File: src/rtl/risc_v_pkg.sv
// Shared definitions for the RISC-V core: fetch FSM states, instruction
// geometry and the base opcodes used by the control unit.
package risc_v_pkg;

  localparam int INSTR_BYTES = 4;

  typedef enum logic [1:0] {
    FETCH = 2'b00,
    WAIT  = 2'b01,
    HOLD  = 2'b10
  } fetch_state_t;

  localparam logic [6:0] OPCODE_LUI    = 7'b0110111;
  localparam logic [6:0] OPCODE_AUIPC  = 7'b0010111;
  localparam logic [6:0] OPCODE_JAL    = 7'b1101111;
  localparam logic [6:0] OPCODE_JALR   = 7'b1100111;
  localparam logic [6:0] OPCODE_BRANCH = 7'b1100011;
  localparam logic [6:0] OPCODE_LOAD   = 7'b0000011;
  localparam logic [6:0] OPCODE_STORE  = 7'b0100011;
  localparam logic [6:0] OPCODE_OP_IMM = 7'b0010011;
  localparam logic [6:0] OPCODE_OP     = 7'b0110011;
  localparam logic [6:0] OPCODE_SYSTEM = 7'b1110011;

endpackage

File: src/rtl/instruction_fetch_pc_reg.sv
// Program counter register: load on redirect, step by one instruction,
// and keep the two low bits at zero so every address is word aligned.
module pc_reg
  import risc_v_pkg::*;
#(
  parameter int                    WORDSIZE = 64,
  parameter logic [WORDSIZE-1:0]   RESET_PC = '0
) (
  input  logic                clk,
  input  logic                rst_n,
  input  logic                load_en,
  input  logic [WORDSIZE-1:0] load_pc,
  input  logic                inc_en,
  output logic [WORDSIZE-1:0] pc
);

  localparam logic [WORDSIZE-1:0] ALIGN_MASK = ~WORDSIZE'(3);
  localparam logic [WORDSIZE-1:0] STEP       = WORDSIZE'(INSTR_BYTES);

  // Redirect load wins over increment; increment wraps modulo 2^WORDSIZE.
  always_ff @(posedge clk or negedge rst_n) begin
    if (!rst_n) begin
      pc <= RESET_PC & ALIGN_MASK;
    end else if (load_en) begin
      pc <= load_pc & ALIGN_MASK;
    end else if (inc_en) begin
      pc <= pc + STEP;
    end
  end

endmodule

File: src/rtl/instruction_fetch.sv
// Fetch stage: issues one instruction-memory request at a time, presents the
// returned word with its PC to decode, and flushes on redirects.
module instruction_fetch
  import risc_v_pkg::*;
#(
  parameter int                  WORDSIZE         = 64,
  parameter int                  INSTRUCTION_SIZE = 32,
  parameter logic [WORDSIZE-1:0] RESET_PC         = '0
) (
  input  logic                        clk,
  input  logic                        rst_n,
  input  logic                        redirect_en,
  input  logic [WORDSIZE-1:0]         redirect_pc,
  output logic                        imem_req,
  output logic [WORDSIZE-1:0]         imem_addr,
  input  logic                        imem_gnt,
  input  logic                        imem_rvalid,
  input  logic [INSTRUCTION_SIZE-1:0] imem_rdata,
  output logic [INSTRUCTION_SIZE-1:0] instruction,
  output logic [WORDSIZE-1:0]         if_pc,
  output logic                        if_valid,
  input  logic                        if_ready
);

  fetch_state_t                state, state_next;
  logic                        kill, kill_next;
  logic                        hold_valid, hold_valid_next;
  logic [INSTRUCTION_SIZE-1:0] instruction_next;
  logic [WORDSIZE-1:0]         if_pc_next;
  logic                        pc_load, pc_inc;
  logic [WORDSIZE-1:0]         pc;

  pc_reg #(
    .WORDSIZE (WORDSIZE),
    .RESET_PC (RESET_PC)
  ) u_pc_reg (
    .clk     (clk),
    .rst_n   (rst_n),
    .load_en (pc_load),
    .load_pc (redirect_pc),
    .inc_en  (pc_inc),
    .pc      (pc)
  );

  assign imem_req  = (state == FETCH) & ~redirect_en;
  assign imem_addr = pc;
  assign if_valid  = hold_valid & ~redirect_en;

  // State and presentation registers; the PC itself lives in pc_reg.
  always_ff @(posedge clk or negedge rst_n) begin
    if (!rst_n) begin
      state       <= FETCH;
      kill        <= 1'b0;
      instruction <= '0;
      if_pc       <= '0;
      hold_valid  <= 1'b0;
    end else begin
      state       <= state_next;
      kill        <= kill_next;
      instruction <= instruction_next;
      if_pc       <= if_pc_next;
      hold_valid  <= hold_valid_next;
    end
  end

  // Next-state logic: request, wait for (or flush) the response, then hold for decode.
  always_comb begin
    state_next       = state;
    kill_next        = kill;
    hold_valid_next  = hold_valid;
    instruction_next = instruction;
    if_pc_next       = if_pc;
    pc_load          = 1'b0;
    pc_inc           = 1'b0;
    case (state)
      FETCH: begin
        if (redirect_en) begin
          pc_load = 1'b1;
        end else if (imem_gnt) begin
          state_next = WAIT;
        end
      end
      WAIT: begin
        if (imem_rvalid) begin
          if (kill || redirect_en) begin
            kill_next  = 1'b0;
            pc_load    = redirect_en;
            state_next = FETCH;
          end else begin
            instruction_next = imem_rdata;
            if_pc_next       = pc;
            hold_valid_next  = 1'b1;
            pc_inc           = 1'b1;
            state_next       = HOLD;
          end
        end else if (redirect_en) begin
          pc_load   = 1'b1;
          kill_next = 1'b1;
        end
      end
      HOLD: begin
        if (redirect_en) begin
          hold_valid_next = 1'b0;
          pc_load         = 1'b1;
          state_next      = FETCH;
        end else if (if_valid && if_ready) begin
          hold_valid_next = 1'b0;
          state_next      = FETCH;
        end
      end
      default: begin
        state_next = FETCH;
      end
    endcase
  end

endmodule

File: config.mk
export PLATFORM = sky130hd
export DESIGN_NAME = instruction_fetch
export DESIGN_NICKNAME = d
export VERILOG_FILES = /design/src/rtl/risc_v_pkg.sv /design/src/rtl/instruction_fetch_pc_reg.sv /design/src/rtl/instruction_fetch.sv
export SDC_FILE = /design/constraint.sdc
export NUM_CORES = 1
export LEC_CHECK = 0
export BUFFER_PORTS_ARGS = -buffer_cell sky130_fd_sc_hd__buf_2
export CAP_MARGIN = 15
export CORE_MARGIN = 4
export CORE_UTILIZATION = 45
export DETAILED_ROUTE_END_ITERATION = 8
export PLACE_DENSITY = 0.73
export SYNTH_ARGS = -nofsm -noshare
export SYNTH_HDL_FRONTEND = slang
export SYNTH_SLANG_ARGS = --single-unit
File: constraint.sdc
create_clock -name clk -period 2.7 [get_ports clk]
set_input_delay 0.675 -clock clk [delete_from_list [all_inputs] [get_ports clk]]
set_output_delay 0.675 -clock clk [all_outputs]
set_load 0.01 [all_outputs]
Word level (Yosys, flattened, before mapping)
Index checks and enable logic that the tools add are counted.
{"block": "totals", "regBits": 164, "input_bits": 102, "output_inout_bits": 162, "elab_cells": 54}
{"block": "classes", "n_addsub": 1, "n_eq_ne": 8, "n_mux": 24, "bitwise": 4, "reduce_logical": 11}
{"operator": "two-way mux 64 bit", "count": 2}
{"operator": "adder 64 x 3 -> 64 bit, second input constant", "count": 1}
{"operator": "two-way mux 1 bit", "count": 13}
{"operator": "two-way mux 2 bit", "count": 6}
{"operator": "!= test 2 bit, second input constant", "count": 4}
{"operator": "AND reduction 4 bit", "count": 2}
{"operator": "case mux 2 bit (3 select lines)", "count": 1}
{"operator": "AND reduction 3 bit", "count": 2}
{"operator": "nonzero test 2 bit", "count": 3}
{"operator": "case mux 1 bit (2 select lines)", "count": 2}
{"operator": "!= test 3 bit, second input constant", "count": 1}
{"operator": "AND 1 bit", "count": 2}
{"operator": "equality test 2 x 1 -> 1 bit, second input constant", "count": 1}
{"operator": "equality test 2 bit, second input constant", "count": 1}
{"operator": "zero test 2 bit", "count": 1}
{"operator": "!= test 2 x 1 -> 1 bit, second input constant", "count": 1}
{"operator": "NOT 1 bit", "count": 2}
{"operator": "OR reduction 2 bit", "count": 1}
{"operator": "logical AND 1 bit", "count": 1}
{"operator": "logical OR 1 bit", "count": 1}

Longest topological paths before layout
Gate-level depths: netlist of the first run.
{"block": "logic_depth", "depth_word": 6, "ltp_mapped": 8, "depth_no_buf": 7}

Cells and area by module
Synthesis of the first run repeated with hierarchy kept, for this count alone.
{"block": "hier_totals", "cells_unflattened": 653, "hier_area_um2": 7517.2}
{"mod": "instruction_fetch", "instances": 1, "cells_each": 224, "area_each_um2": 3804.9, "seq_area_each_um2": 2502.4}
{"mod": "pc_reg", "instances": 1, "cells_each": 429, "area_each_um2": 3712.3, "seq_area_each_um2": 1551.5}

Worst setup path after synthesis of the first run
No wires, ideal clock.
{"block": "synth_timing", "path_kind": "input-to-reg", "from": "in redirect_en", "to": "reg u_pc_reg.pc[30]", "setup_ps": 128, "arrival_ps": 2139, "t_required_ps": 2572, "path_slack_ps": 433, "path_stages": 8, "path_buffers": 2, "path_cell_list": "or2_1 buf_6 or2_1 buf_6 nor4_4 and3_1 xnor2_1 o21ai_2"}
{"block": "synth_between", "elab_chain_cells": 5, "word_cells_on_any_way": 10, "classes_between": "mux (8); reduce/logical (2)"}
{"item": "start: declaration", "line": "instruction_fetch.sv:12", "text": "input logic redirect_en,"}
{"item": "logical OR 1 bit", "line": "instruction_fetch.sv:85", "text": "if (kill || redirect_en) begin"}
{"item": "two-way mux 1 bit", "line": "instruction_fetch.sv:85"}
{"item": "two-way mux 1 bit", "line": "instruction_fetch.sv:84", "text": "if (imem_rvalid) begin"}
{"item": "case mux 1 bit (2 select lines) / two-way mux 1 bit (equally long branches)", "line": "instruction_fetch.sv:75", "text": "case (state)"}
{"item": "two-way mux 64 bit / nonzero test 2 bit (equally long branches)"}
{"item": "end signal: assignment", "line": "instruction_fetch_pc_reg.sv:23", "text": "pc <= RESET_PC & ALIGN_MASK;"}
{"item": "end signal: assignment", "line": "instruction_fetch_pc_reg.sv:25", "text": "pc <= load_pc & ALIGN_MASK;"}
{"item": "end signal: assignment", "line": "instruction_fetch_pc_reg.sv:27", "text": "pc <= pc + STEP;"}
{"item": "end: declaration", "line": "instruction_fetch_pc_reg.sv:14", "text": "output logic [WORDSIZE-1:0] pc"}
Parallel ways exist; a longest one is shown, timed or not.
A chain may end at the register's enable or synchronous reset.

Worst setup path in the final report of the first run
{"block": "layout_timing", "from": "reg u_pc_reg.pc[10]", "to": "reg u_pc_reg.pc[53]"}
{"block": "layout_between", "elab_chain_cells": 3}
{"item": "adder 64 x 3 -> 64 bit", "line": "instruction_fetch_pc_reg.sv:27"}
{"item": "two-way mux 64 bit", "line": "instruction_fetch_pc_reg.sv:26", "text": "end else if (inc_en) begin"}
{"item": "two-way mux 64 bit", "line": "instruction_fetch_pc_reg.sv:24", "text": "end else if (load_en) begin"}
No other way between the ends. The select of a mux whose other input is x is not followed.

==> results of run 1 <==
layout make-up:
class,instances,share of cell area
sequential,160,0.410
multi-input combinational,659,0.341
timing repair buffer,283,0.160
clock buffer,21,0.0481
tap,220,0.0282
clock inverter,10,0.0114
inverter,6,0.00230
power by group:
part	internal (uW)	leakage (uW)	total, uW	switching, uW
Combinational	972	0.00271	2320	1350
Sequential	3160	0.00198	3670	509
Clock	1420	0.000281	2390	963
Total	5550	0.00498	8370	2820
logic make-up (layout without fill, tap and decap cells):
| logic type | Yosys count | count (layout) | synth area share |
|---|---|---|---|
| adder cells (fa/ha/maj) | 1 | 1 | 0.00166 |
| AND/OR/NAND/NOR | 520 | 520 | 0.314 |
| AO/OA/AOI/OAI | 93 | 93 | 0.0738 |
| XOR/XNOR | 40 | 40 | 0.0464 |
| multiplexers | 1 | 1 | 0.00133 |
| flip-flops | 160 | 160 | 0.530 |
| other | 1 | 4 | 0.000497 |
| buffers and inverters | 52 | 320 | 0.0317 |
how the worst min path moves through the flow:
stage                        start             end  slack, ns  cells after the start
floorplan                    rst_n      hold_valid       0.38                      0
global placement    instruction[7]  instruction[7]       0.45                      2
detailed placement        if_pc[6]        if_pc[6]       0.46                      2
CTS                          rst_n  instruction[6]       0.19                      1
global route                 rst_n  instruction[6]       0.22                      1
finish                       rst_n  instruction[6]       0.19                      1
stage by stage:
stage                     cell area [um^2]  power (uW)  cells  hold WS [ns]
after floorplan                       7560        4850    871         0.379
after global placement                9190        5970   1328         0.452
after detailed placement              9190        6050   1328         0.457
after CTS                             9780        8450   1359         0.192
after global routing                  9780        8930   1359         0.220
final                                 9780        8370   1359         0.191
per-layer routing:
metal | vias up | part of all wire | GRT usage
li1 | 3433 | - | -
met1 | 3350 | 0.43 | 0.336
met2 | 303 | 0.46 | 0.374
met3 | 33 | 0.087 | 0.0537
met4 | 0 | 0.017 | 0.0737
met5 | - | 0 | 0
cells in the mapped netlist (2+ instances only):
library cell  instances
xor2_1               19
nand2_1             350
o311ai_0              6
or2_1                 2
inv_1                 6
and4_1                4
nor4_1                9
a21oi_1              16
nand3_1              36
clkbuf_2              2
or3_1                 4
a22oi_1               5
nor2b_1               2
o21ai_0              36
nand2b_1              2
buf_2                 9
nor3_2                2
nor2_1               36
a221o_1               2
or2_2                 2
buf_6                 2
dfrtp_1             160
xnor2_1              21
nor4_4                4
a31oi_1               5
nand4_1              26
clkbuf_1             28
nor4_2                5
o21ai_1              10
o211ai_1              6
buf_4                 4
and3_1               10
nor3_1               15
and2_1                3
worst max-delay path, cell delays in order, from the launching register on:
cell and delay (ns):
dfrtp_1 0.50, nand3_1 0.25, nor3_1 0.56, nand4_1 0.37, nor4_2 0.32, xnor2_1 0.15
a21oi_1 0.08
cell usage in the layout, fill, tap and decap left out, drive strengths merged, types with 2 or more instances in the layout:
cell,Yosys,final
nor3,17,17
nand2b,2,2
or4,2,2
or3,4,4
clkinv,0,5
nand2,350,350
a21oi,16,16
bufinv,0,2
clkbuf,30,21
buf,16,283
and3,10,10
conb,1,4
inv,6,6
a22oi,5,5
dfrtp,160,160
a31oi,5,5
o311ai,6,6
nand4,27,27
or2,4,4
nand3,37,37
nor4,18,18
xnor2,21,21
and2,3,3
nor2b,2,2
xor2,19,19
a221o,2,2
and4,4,4
nor2,37,37
o211ai,6,6
clkinvlp,0,3
o21ai,47,47
==> summary.txt, run 1 <==
Finish
  – Fillers: roughly 1500
  – Final core occ: 0.592
  – Layout area overhead: 29.5%
  – Ant diodes: 0
  – Layout cells sized above 1: 0.296
  – Multi-input gate area: 3330 um^2
  – Sequential cell area: 4000 um^2
  – Nets: 1230

Setup path
  – Maximum fanout along the worst path: 9
  – Crit path to: u_pc_reg.pc[53]
  – R2r worst-path depth: 6
  – CP startpoint kind: flip-flop
  – CP Capture Type: flip-flop
  – Worst setup startpoint: u_pc_reg.pc[10]
  – R2R Path Start: u_pc_reg.pc[10]
  – Critical Path AT: 2.67 ns
  – Reg2Reg Capture Point: u_pc_reg.pc[53]
  – Critical Path RT: 3.00 ns
  – R2R Setup Slk: 0.33 ns
  – Crit Path Class: flip-flop to flip-flop

Clocking
  – CTS resizes: 0
  – Clock tree buffer depth: 2
  – Clk sinks: 160
  – Post-CTS setup buffer count: 0
  – Clk_lat worst skew: between 0.4 and 0.5 ns
  – H-tree levels: 4
  – Clock transition at path regs: about 0.06 ns
  – CTS tree: done
  – Clock buffer count from CTS: 17
  – Cts hold-fix bufs: 0
  – Root buf cell: clkbuf_16

Pwr
  – VDD IR max: between 0.4 and 0.5 mV
  – Power Density: 856 nW/um^2
  – Pleak: 0.00498 uW

Synth
  – Yosys top cell area share: 0.530
  – Synth area leaders: dfrtp_1 53%, nand2_1 17%, xnor2_1 2.4%
  – Ys Warns: 0
  – Post-synth EDFFs: 0
  – Sequential area share after synthesis: 0.530
  – Main synth FF type: dfrtp_1
  – Post-Syn Area: around 7500 um^2
  – Synth cell types: 53
  – Post-synth top area cell: dfrtp_1
  – Syn Area/Cell: 8.70 um^2
  – Yosys reg bits: 160
  – Cells after Synth: 868
  – Share of flip-flops with an asynchronous set or reset: 1.00

Drt
  – Total number of vias: 7119
  – DRT antenna net count: 0
  – Iteration-0 DRC Markers: 417
  – DR vias/cell: 5.24
  – WL/cell: 16.8 um
  – Drc violations: 0
  – Final wirelength: around 23000 um
  – Length of the first detailed-routing pass in iterations: 5

Die
  – Core Region: ~17000 um^2
  – Initial core utilization: 0.457
  – DIE HEIGHT: around 140 um
  – Standard-cell rows: 47
  – IO Pins: 264
  – Die width: 138 um
  – Die ar.: ~19000 um^2

Run
  – Max-Cap Viols: 0

GRT
  – Antenna violations before repair: 0
  – Pin count of the biggest net entering global routing: a little under 80
  – Vias in the first global route: 6592
  – GR Overflow Total: 0
  – First-pass GRT wire length: ~36000 um
  – GRT Overall Usage: 0.240

Run status
  – Outcome: finished clean

Place
  – Dpl ws: 0.102 ns
  – Routability-driven placement congestion ratio: about 0.90
  – Final HPWL DP: 16500 um
  – Port Buf Inserts: about 260

Timing
  – Total Neg Setup Slack: 0 ns
  – Finish-stage setup viols: 0
  – Max Freq: 423 MHz
  – Period utilization: 0.876
  – Final hold vios: 0
  – Slew @ Worst Pin: approximately 0.68 ns
  – Setup WS post-layout: between 0.3 and 0.4 ns
  – Fin. max-slew vios: 0
  – Clk_skew: 0.00965 ns
  – RSZ-0062 raised after global routing: false
  – Min Tclk post-route: 2.37 ns
  – Slew HR: 0.545

Hold path
  – Worst hold-check path type: input pin to asynchronous set/reset pin
Power figures use the tool's default switching activity.
==> run 2, diff against run 1 <==
--- a/config.mk
+++ b/config.mk
@@ -10,7 +10,7 @@
 export CORE_MARGIN = 4
 export CORE_UTILIZATION = 45
 export DETAILED_ROUTE_END_ITERATION = 8
-export PLACE_DENSITY = 0.73
+export PLACE_DENSITY_LB_ADDON = 0.05
 export SYNTH_ARGS = -nofsm -noshare
 export SYNTH_HDL_FRONTEND = slang
 export SYNTH_SLANG_ARGS = --single-unit
==> run 2 against run 1 <==
  * Maximum frequency is 3.1% lower
  * Non-clock buffer count is 13 higher
  * Routed wire length is 1.3% higher
  * Flip-flop and latch count stayed put
  * Worst hold slack worse by 0.061 ns
  * Combinational power hardly changed
  * Register-to-register slack worse by 0.07 ns
  * Final cell count is 1.0% higher
  * Sequential power hardly changed
  * Global-route usage is 0.22 points higher
==> summary.txt, run 2 (same netlist as run 1, synthesis figures left out) <==
Finish
  – Nets: 1243 (was 1230)
  – Most frequent cells in the layout: 350 x nand2_1, 256 x buf_2, 160 x dfrtp_1 (unchanged)
  – Multi-input gate area: 3330 um^2 (unchanged)
  – Ant diodes: 0 (unchanged)
  – Sequential cell area: 4000 um^2 (unchanged)
  – Cell area after layout: 9860 um^2 (was 9780 um^2)
  – Fillers: 1592 (was 1464)
  – Layout cells sized above 1: 0.303 (was 0.296)
  – Layout area overhead: 30.6% (was 29.5%)
  – Most common cell after layout, fill and taps aside: nand2_1 (unchanged)

Timing
  – Slew HR: 0.561 (was 0.545)
  – Finish-stage setup viols: 0 (unchanged)
  – Min Tclk post-route: 2.44 ns (was 2.37 ns)
  – Period utilization: 0.904 (was 0.876)
  – Fin. max-slew vios: 0 (unchanged)
  – RSZ-0062 raised after global routing: false (unchanged)
  – Slew @ Worst Pin: 0.653 ns (was 0.676 ns)
  – WHS: 0.130 ns (was 0.191 ns)
  – Final hold vios: 0 (unchanged)
  – Clk_skew: 0.0110 ns (was 0.00965 ns)
  – Max Freq: 410 MHz (was 423 MHz)

Drt
  – Drc violations: 0 (unchanged)
  – Total number of vias: 7113 (was 7119)
  – Final wirelength: 23100 um (was 22800 um)
  – WL/cell: 16.8 um (about the same)
  – DR vias/cell: 5.18 (was 5.24)
  – Length of the first detailed-routing pass in iterations: 5 (unchanged)
  – DRT antenna net count: 0 (unchanged)
  – Iteration-0 DRC Markers: 465 (was 417)

Setup path
  – R2R Path Start: u_pc_reg.pc[3] (was u_pc_reg.pc[10])
  – Crit path cell chain: ha_1 -> nand4_1 -> or2_2 -> nor3_1 -> a21oi_1 -> o21ai_0 -> o311ai_0 (was nand3_1 -> nor3_1 -> nand4_1 -> nor4_2 -> xnor2_1 -> a21oi_1)
  – Critical Path Slowest Stage Cell: nor3_1 (unchanged)
  – CP top delay family: simple AND/OR/NAND/NOR gates (unchanged)
  – Crit path to: u_pc_reg.pc[32] (was u_pc_reg.pc[53])
  – CP startpoint kind: flip-flop (unchanged)
  – Critical Path RT: 2.99 ns (was 3.00 ns)
  – R2R Setup Slk: 0.26 ns (was 0.33 ns)
  – Largest stage delay, worst path: 0.53 ns (was 0.56 ns)
  – Reg2Reg Capture Point: u_pc_reg.pc[32] (was u_pc_reg.pc[53])
  – Critical Path AT: 2.73 ns (was 2.67 ns)
  – R2r worst-path depth: 7 (was 6)
  – Bufs and invs on worst path: 0 (unchanged)
  – Crit Path Class: flip-flop to flip-flop (unchanged)
  – Maximum fanout along the worst path: 7 (was 9)
  – CP Capture Type: flip-flop (unchanged)
  – Levels on crit path: 7 (was 6)
  – Worst setup startpoint: u_pc_reg.pc[3] (was u_pc_reg.pc[10])

Run
  – Max-Cap Viols: 0 (unchanged)

Die
  – IO Pins: 264 (unchanged)
  – Die width: 138 um (unchanged)
  – Die ar.: 18900 um^2 (unchanged)
  – DIE HEIGHT: 138 um (unchanged)
  – Standard-cell rows: 47 (unchanged)
  – Initial core utilization: 0.457 (unchanged)
  – Core Region: 16500 um^2 (unchanged)

Place
  – Placed Instance Area: 9270 um^2 (was 9190 um^2)
  – Final HPWL DP: 17100 um (was 16500 um)
  – Routability-driven placement congestion ratio: 0.857 (was 0.901)
  – Port Buf Inserts: 257 (unchanged)

Pwr
  – VDD IR max: 0.462 mV (was 0.463 mV)
  – Power Density: 854 nW/um^2 (was 856 nW/um^2)
  – Pleak: 0.00503 uW (was 0.00498 uW)

GRT
  – Pin count of the biggest net entering global routing: 63 (was 78)
  – GR Overflow Total: 0 (unchanged)
  – First-pass GRT wire length: 35800 um (was 35600 um)
  – Antenna violations before repair: 0 (unchanged)
  – Vias in the first global route: 6661 (was 6592)
  – GRT Overall Usage: 0.243 (was 0.240)

Clocking
  – Clock tree buffer depth: 2 (unchanged)
  – CTS tree: done (unchanged)
  – Root buf cell: clkbuf_16 (unchanged)
  – Clk sinks: 160 (unchanged)
  – Post-CTS setup buffer count: 0 (unchanged)
  – Cts hold-fix bufs: 0 (unchanged)
  – Clk_lat worst skew: 0.43 ns (about the same)
  – CTS resizes: 0 (unchanged)
  – Clock transition at path regs: 0.07 ns (was 0.06 ns)
  – Clock buffer count from CTS: 17 (unchanged)
  – H-tree levels: 4 (unchanged)

Hold path
  – Worst hold-check path type: input pin to asynchronous set/reset pin (unchanged)

Run status
  – Outcome: finished clean (unchanged)
## run 2: final cells by class
cell class                 count  area share
timing repair buffer         296       0.166
inverter                       6     0.00228
tap                          220      0.0279
sequential                   160       0.406
clock buffer                  22      0.0471
clock inverter                10      0.0129
multi-input combinational    659       0.338
## run 2: worst min path at each step
| stage | from | endpoint | slack, ns |
|---|---|---|---|
| 3_5_place_dp | if_pc[27] | if_pc[27] | 0.46 |
| 4_1_cts | rst_n | instruction[5] | 0.13 |
| 6_report | rst_n | instruction[5] | 0.13 |
| 5_1_grt | rst_n | instruction[5] | 0.13 |
| 3_3_place_gp | instruction[19] | instruction[19] | 0.45 |
| 2_1_floorplan | rst_n | hold_valid | 0.38 |
## run 2: layer usage
layer | vias to the layer above | GRT usage | part of all wire
li1 | 3453 | - | -
met1 | 3364 | 0.343 | 0.44
met2 | 263 | 0.376 | 0.46
met3 | 33 | 0.0519 | 0.078
met4 | 0 | 0.0715 | 0.019
met5 | - | 0 | 0
## run 2: metrics by stage
stage	utilization	setup slack, ns	power [uW]	instances	TNS [ns]
floorplan	-	0.433	4850	871	0
global placement	0.561	0.000396	6010	1341	0
detailed placement	0.561	-0.00581	6060	1341	-0.00581
CTS	0.597	0.282	8510	1373	0
global route	0.597	0.0307	8970	1373	0
finish	0.597	0.259	8420	1373	0
## run 2: power breakdown
group	switching, uW	internal (uW)
Clock	1010	1420
Combinational	1350	983
Sequential	499	3160
Total	2850	5560
